**src/rtl/apb_master.sv**
```systemverilog
// apb_master: single-outstanding APB master bridging a valid/ready command port to APB transfers.
// Optional ACCESS timeout abort is built when APB_MASTER_TIMEOUT_EN is defined.
module apb_master #(
    parameter int ADDR_WIDTH     = 32,
    parameter int DATA_WIDTH     = 32,
    parameter int TIMEOUT_CYCLES = 16
) (
    input  logic                  PCLK,
    input  logic                  PRESET,
    input  logic                  cmd_valid,
    output logic                  cmd_ready,
    input  logic                  cmd_write,
    input  logic [ADDR_WIDTH-1:0] cmd_addr,
    input  logic [DATA_WIDTH-1:0] cmd_wdata,
    output logic                  rsp_valid,
    output logic [DATA_WIDTH-1:0] rsp_rdata,
    output logic                  rsp_error,
    output logic                  PSEL,
    output logic                  PENABLE,
    output logic [ADDR_WIDTH-1:0] PADDR,
    output logic                  PWRITE,
    output logic [DATA_WIDTH-1:0] PWDATA,
    input  logic                  PREADY,
    input  logic [DATA_WIDTH-1:0] PRDATA
);
    localparam int CW = $clog2(TIMEOUT_CYCLES + 1);

    typedef enum logic [1:0] {IDLE = 2'b00, SETUP = 2'b01, ACCESS = 2'b10} state_t;

    state_t        state;
    logic [CW-1:0] wait_cnt;

    // ready is gated by reset so it drops the instant reset asserts and rises as soon as it releases
    assign cmd_ready = (state == IDLE) && !PRESET;

`ifndef APB_MASTER_TIMEOUT_EN
    assign rsp_error = 1'b0;
`endif

    // transfer sequencer: all APB and response outputs are registered here
    always_ff @(posedge PCLK or posedge PRESET) begin
        if (PRESET) begin
            state     <= IDLE;
            wait_cnt  <= '0;
            PSEL      <= 1'b0;
            PENABLE   <= 1'b0;
            PADDR     <= '0;
            PWRITE    <= 1'b0;
            PWDATA    <= '0;
            rsp_valid <= 1'b0;
            rsp_rdata <= '0;
`ifdef APB_MASTER_TIMEOUT_EN
            rsp_error <= 1'b0;
`endif
        end else begin
            rsp_valid <= 1'b0;
`ifdef APB_MASTER_TIMEOUT_EN
            rsp_error <= 1'b0;
`endif
            case (state)
                IDLE: begin
                    if (cmd_valid) begin
                        state    <= SETUP;
                        PSEL     <= 1'b1;
                        PWRITE   <= cmd_write;
                        PADDR    <= cmd_addr;
                        PWDATA   <= cmd_wdata;
                        wait_cnt <= '0;
                    end
                end
                SETUP: begin
                    state   <= ACCESS;
                    PENABLE <= 1'b1;
                end
                ACCESS: begin
                    if (PREADY) begin
                        state     <= IDLE;
                        PSEL      <= 1'b0;
                        PENABLE   <= 1'b0;
                        rsp_valid <= 1'b1;
                        rsp_rdata <= PWRITE ? '0 : PRDATA;
                    end
`ifdef APB_MASTER_TIMEOUT_EN
                    else if (wait_cnt == CW'(TIMEOUT_CYCLES - 1)) begin
                        state     <= IDLE;
                        PSEL      <= 1'b0;
                        PENABLE   <= 1'b0;
                        rsp_valid <= 1'b1;
                        rsp_error <= 1'b1;
                        rsp_rdata <= '0;
                    end
`endif
                    else if (wait_cnt != CW'(TIMEOUT_CYCLES)) begin
                        wait_cnt <= wait_cnt + 1'b1;
                    end
                end
                default: begin
                    state   <= IDLE;
                    PSEL    <= 1'b0;
                    PENABLE <= 1'b0;
                end
            endcase
        end
    end
endmodule

```
**config.mk**
```make
export PLATFORM = sky130hd
export DESIGN_NAME = apb_master
export DESIGN_NICKNAME = d
export VERILOG_FILES = /design/src/rtl/apb_master.sv
export SDC_FILE = /design/constraint.sdc
export NUM_CORES = 1
export LEC_CHECK = 0
export ABC_CLOCK_PERIOD_IN_PS = 7200
export BUFFER_PORTS_ARGS = -buffer_cell sky130_fd_sc_hd__buf_2
export CAP_MARGIN = 25
export CORE_MARGIN = 3
export CORE_UTILIZATION = 51
export CTS_BUF_LIST = sky130_fd_sc_hd__clkbuf_8
export CTS_CLUSTER_SIZE = 24
export DETAILED_ROUTE_END_ITERATION = 12
export HOLD_SLACK_MARGIN = 0.1
export PLACE_DENSITY = 0.85
export SYNTH_ARGS = -nofsm -noshare
export SYNTH_HDL_FRONTEND = slang
export SYNTH_SLANG_ARGS = --single-unit
```
**constraint.sdc**
```tcl
create_clock -name PCLK -period 7.2 [get_ports PCLK]
set_clock_uncertainty 0.2 [all_clocks]
set_input_delay 1.44 -clock PCLK [delete_from_list [all_inputs] [get_ports PCLK]]
set_output_delay 1.44 -clock PCLK [all_outputs]
set_load 0.02 [all_outputs]
```
==> flow_metrics.py, run 1 <==
metrics = {
    "worst_setup_path": {
        "r2r-end": "PWDATA[21]",
        "required_ns": 5.56,
        "path_class": "in2out",
        "worstPathArrival_ns": 1.90,
        "reg2reg_from": "state[0]",
        "worstPathMaxFanout": 2,
        "rrSetupSlack_ns": 5.32,
        "startpoint_type": "input pin",
        "endpoint_kind": "primary output",
        "rr_worst_depth": 3,
    },
    "logic_synthesis": {
        "ys_seq_area_share_pct": 64.0,
        "avgSynthCellArea_um2": 13.5,
        "syn_area_um2": 3990,
        "yosysTopAreaCell": "dfrtp_1",
        "synth_area_leaders": "dfrtp_1, mux2_1, mux2_2, nand2b_1, o21ai_0",
        "syn_inst": 296,
        "synth_seq_cells": 102,
        "syn-num-nets": 397,
        "synth.top_cell.area_share_pct": 64.0,
        "yosysWarnings": 0,
        "synth_cell_type_count": 21,
    },
    "drt": {
        "routed_wirelength_mm": 8.74,
        "drt-met1-wl_mm": 3.37,
        "vias_per_cell": 4.76,
        "drcViolationCount": 0,
        "antenna_left": 0,
        "vias": 2843,
        "first_pass_iters": 6,
        "wl_met3_um": 695,
        "top_layer_used": "met4",
        "drt-initial-drc-count": 59,
        "dr_wl_met2_mm": 4.41,
        "post_drt_wl_per_cell_um": 14.6,
    },
    "die": {
        "die_h_um": 94.4,
        "rows": 31,
        "initial_core_util_pct": 53.8,
        "die_area_um2": 8920,
        "io_pins": 203,
        "fp.coreArea_um2": 7410,
        "floorplan.die.width_um": 94.4,
    },
    "layout": {
        "nets": 594,
        "area_delta_synth_final_pct": 30.5,
        "fin_util_pct": 70.2,
        "layout-drive-gt1-share_pct": 49.8,
        "antenna_cells": 0,
        "nFillCells": 569,
    },
    "timing": {
        "finalCriticalPeriod_ns": 3.54,
        "hold_viol": 0,
        "rsz0062_at_grt": "false",
        "setup_viol": 0,
        "worst_slew_pin_slew_ns": 0.789,
        "slew_headroom_pct": 47.4,
        "post-route-period-util_pct": 49.2,
        "tns_ns": 0,
        "slew_violations": 0,
        "max_freq_mhz": 282,
    },
    "power_and_ir_drop": {
        "p_leak_nw": 2.66,
        "ir_drop_mv": 0.230,
        "power_density_nw_per_um2": 446,
    },
    "global_route": {
        "antenna_found_initial": 0,
        "grt_pass1_vias": 2887,
        "grt_pass1_wl_mm": 13.4,
        "grt.total_usage_pct": 19.6,
        "overflow": 0,
        "grt_start_max_net_pins": 66,
    },
    "run": {
        "drv_cap": 0,
    },
    "clocking": {
        "cts.clk_slew.worst_paths_ns": 0.09,
        "ctsResizeCount": 0,
        "cts_tree": "yes",
        "cts_root_buffer": "clkbuf_8",
        "cts_buffers": 9,
        "clockBufferDepth": 2,
        "hold_buffers": 0,
        "cts_sinks": 102,
        "h-tree-depth": 3,
        "insertion_delay_ns": 0.34,
        "post_cts_buffers": 0,
    },
    "min_path": {
        "min_to": "rsp_rdata[9]",
        "hold_class": "reg2reg",
        "min_path_cells": 2,
        "hp-start": "rsp_rdata[9]",
    },
    "run_status": {
        "outcome": "finished clean",
    },
    "placed_design": {
        "numPortBuffers": 201,
        "dp_hpwl_mm": 6.67,
        "gp_congestion": 0.755,
    },
}
==> metrics by stage <==
stage	setup slack, ns	instances	instance area [um^2]	total power [mW]	hold slack (ns)
global placement	3.70	581	5020	1.98	0.258
global route	3.64	597	5200	2.47	0.301
detailed placement	3.67	581	5020	2.02	0.264
floorplan	2.88	296	3990	1.66	0.354
finish	3.66	597	5200	2.32	0.283
CTS	3.67	597	5200	2.35	0.286
==> layout make-up <==
| class | instances | area, um^2 | share of cell area [%] |
|---|---|---|---|
| Sequential cell | 102 | 2550 | 49.1 |
| Multi-Input combinational cell | 171 | 1290 | 24.8 |
| Timing Repair Buffer | 205 | 1040 | 19.9 |
| Clock buffer | 11 | 151 | 2.91 |
| Tap cell | 99 | 124 | 2.38 |
| Clock inverter | 5 | 33.8 | 0.649 |
| Inverter | 4 | 17.5 | 0.337 |
==> routing by layer <==
| layer | track usage (%) | vias up |
|---|---|---|
| met5 | 0 | - |
| li1 | - | 1382 |
| met2 | 34.2 | 122 |
| met3 | 4.86 | 21 |
| met4 | 9.51 | 0 |
| met1 | 22.4 | 1318 |
==> critical path, stage by stage <==
cell,delay (ns)
buf_2,0.12
nor3_1,0.14
buf_2,0.20
==> where the power goes <==
group          internal [mW]  switching, mW
Combinational          0.408          0.606
Sequential             0.830          0.147
Clock                  0.145          0.185
==> synthesized netlist by cell type <==
cell       count
dfrtp_1      102
nand3b_1       1
clkbuf_1       4
buf_4          1
buf_6          1
a22oi_1        1
conb_1         1
nor3_1         2
nand2_1       32
mux2_2        26
buf_1          1
nor3b_2        1
mux2_1        39
a21o_1         1
o21ai_0       33
buf_8          4
o21a_1         1
inv_1          4
buf_2          8
nand2b_1      32
o2bb2ai_1      1
==> state kept, by name (all words and copies together), names as in the netlist <==
name,flops
PADDR,32
PENABLE,1
PSEL,1
PWDATA,32
PWRITE,1
rsp_rdata,32
rsp_valid,1
state,2
==> cells by family after synthesis <==
logic type             after synthesis  share of synthesized area, %
buffers and inverters               23                          3.83
and+or+nand+nor                     68                          8.79
AOI/OAI and AO/OA                   37                          4.93
other                                1                        0.0940
DFF                                102                          64.0
muxes                               65                          18.4
==> worst max path at each step <==
| stage | slack, ns | endpoint | startpoint |
|---|---|---|---|
| final | 3.66 | cmd_ready | PRESET |
| after global routing | 3.64 | cmd_ready | PRESET |
| after CTS | 3.67 | cmd_ready | PRESET |
| after detailed placement | 3.67 | cmd_ready | PRESET |
| after global placement | 3.70 | cmd_ready | PRESET |
| after floorplan | 2.88 | PADDR[0] | PRESET |
==> placed cells by master, fill, tap and decap left out <==
master,Yosys,routed
o21ai_0,33,33
inv_6,0,1
o21a_1,1,1
clkinv_2,0,1
nor3b_4,0,1
mux2_2,26,26
conb_1,1,1
nand2_1,32,32
inv_1,4,4
o2bb2ai_1,1,1
clkbuf_8,0,11
nor3_1,2,2
buf_4,1,4
a21o_1,1,1
inv_4,0,1
nand2b_1,32,32
nand3b_1,1,1
a22oi_1,1,1
clkinv_4,0,1
clkinvlp_4,0,1
dfrtp_1,102,102
mux2_1,39,39
buf_2,8,201
Note: power is estimated with default switching activity, not from simulation.
==> run 2: changes to the inputs <==
- ABC_CLOCK_PERIOD_IN_PS: 7200 -> 3300
- CORE_UTILIZATION: 51 -> 47
- PLACE_DENSITY: 0.85 -> 0.79
- clock period: 7.2 -> 3.3 ns (I/O delays scaled with it)
==> run 2 against run 1 <==
  * Clock-buffer cell count down 1
  * Combinational power increased by 120%
  * Clock power rose by 120%
  * Final cell count up 0.50%
  * Highest routed layer unchanged
  * Die area grew 8.0%
  * Largest cell class unchanged
==> flow_metrics.py, run 2 (synthesized netlist as in run 1, its figures left out) <==
metrics = {
    "timing": {
        "setup_slack_ns": 0.924,
        "slew_headroom_pct": 46.1,
        "hold_viol": 0,
        "worst_slew_pin_slew_ns": 0.809,
        "finalCriticalPeriod_ns": 2.38,
        "slew_violations": 0,
        "tns_ns": 0,
        "whs_ns": 0.258,
        "max_freq_mhz": 421,
        "post-route-period-util_pct": 72.0,
        "setup_viol": 0,
        "rsz0062_at_grt": "false",
    },
    "power_and_ir_drop": {
        "finalPower_mw": 5.06,
        "ir_drop_mv": 0.535,
        "power_density_nw_per_um2": 970,
        "p_leak_nw": 2.66,
    },
    "worst_setup_path": {
        "worstPathMaxFanout": 34,
        "slowest_stage": "dfrtp_1",
        "reg2reg_from": "state[0]",
        "startpoint_type": "register",
        "crit_chain": "buf_2",
        "endpoint_kind": "primary output",
        "path_class": "reg2out",
        "crit_family": "flip-flops",
        "worstSetupStartpoint": "PWRITE",
        "max_stage_delay_ns": 0.88,
        "required_ns": 2.44,
        "crit_buf_inv": 1,
        "worstPathArrival_ns": 1.52,
    },
    "layout": {
        "multi_input_area_um2": 1290,
        "layout-drive-gt1-share_pct": 49.8,
        "finalNonFillerCells": 600,
        "nFillCells": 634,
        "final_common_cell": "buf_2",
        "final_cell_mix": "buf_2, dfrtp_1, mux2_1",
        "reg_top3": "PADDR (32), PWDATA (32), rsp_rdata (32)",
        "fin_util_pct": 65.5,
        "seqCellArea_um2": 2550,
        "design_area_um2": 5220,
        "area_delta_synth_final_pct": 30.9,
        "nets": 594,
        "antenna_cells": 0,
    },
    "run_status": {
        "outcome": "finished clean",
    },
    "clocking": {
        "cts_sinks": 102,
        "cts_tree": "yes",
        "cts_root_buffer": "clkbuf_8",
        "hold_buffers": 0,
        "ctsResizeCount": 0,
        "cts.clk_slew.worst_paths_ns": 0.10,
        "h-tree-depth": 3,
        "insertion_delay_ns": 0.34,
        "cts_buffers": 9,
        "clockBufferDepth": 2,
        "post_cts_buffers": 0,
    },
    "global_route": {
        "grt_pass1_wl_mm": 14.5,
        "antenna_found_initial": 0,
        "grt_pass1_vias": 3011,
        "overflow": 0,
        "grt_start_max_net_pins": 103,
        "grt.total_usage_pct": 18.5,
    },
    "die": {
        "initial_core_util_pct": 50.0,
        "floorplan.die.width_um": 98.1,
        "io_pins": 203,
        "die_h_um": 98.1,
        "rows": 32,
        "fp.coreArea_um2": 7970,
        "die_area_um2": 9630,
    },
    "drt": {
        "drt-initial-drc-count": 65,
        "vias": 2878,
        "antenna_left": 0,
        "drcViolationCount": 0,
        "routed_wirelength_mm": 8.72,
        "post_drt_wl_per_cell_um": 14.5,
        "first_pass_iters": 4,
        "vias_per_cell": 4.80,
    },
    "min_path": {
        "hold_class": "in2async",
    },
    "placed_design": {
        "dp.cells": 584,
        "gp_congestion": 0.783,
        "placed_cell_area_um2": 5040,
        "dp_slack_ns": 1.16,
        "numPortBuffers": 201,
        "dp_hpwl_mm": 6.52,
    },
    "run": {
        "drv_cap": 0,
    },
}
run 2: power breakdown:
group	total, mW	internal, mW	switching, mW
combinational	2.20	0.891	1.31
sequential	2.14	1.81	0.328
clock	0.723	0.301	0.422
total	5.06	3.00	2.06
run 2: area by class of cell:
cell class                 count  share of cell area, %
clock buffer                  10                   2.64
clock inverter                 6                  0.887
inverter                       4                  0.360
multi-input combinational    171                   24.7
sequential                   102                   48.9
tap                          102                   2.44
timing repair buffer         205                   20.1
run 2: routing by layer:
metal	global-route usage [%]	share of wire, %
met1	23.0	41
met2	31.0	50
met3	4.93	7.7
met4	7.24	1.8
met5	0	0
run 2: path summary, 6_finish.rpt:
kind / endpoint / slack [ns] / cells past startpoint
worst max-delay path: PWRITE / 0.92 / 1
worst min-delay path: rsp_rdata[2] / 0.26 / 3
worst max register to register: PWDATA[24] / 1.44 / 3
worst min register to register: rsp_rdata[20] / 0.28 / 2
max in group asynchronous: PADDR[29] / 2.23 / 3
min in group PCLK: rsp_rdata[20] / 0.28 / 2
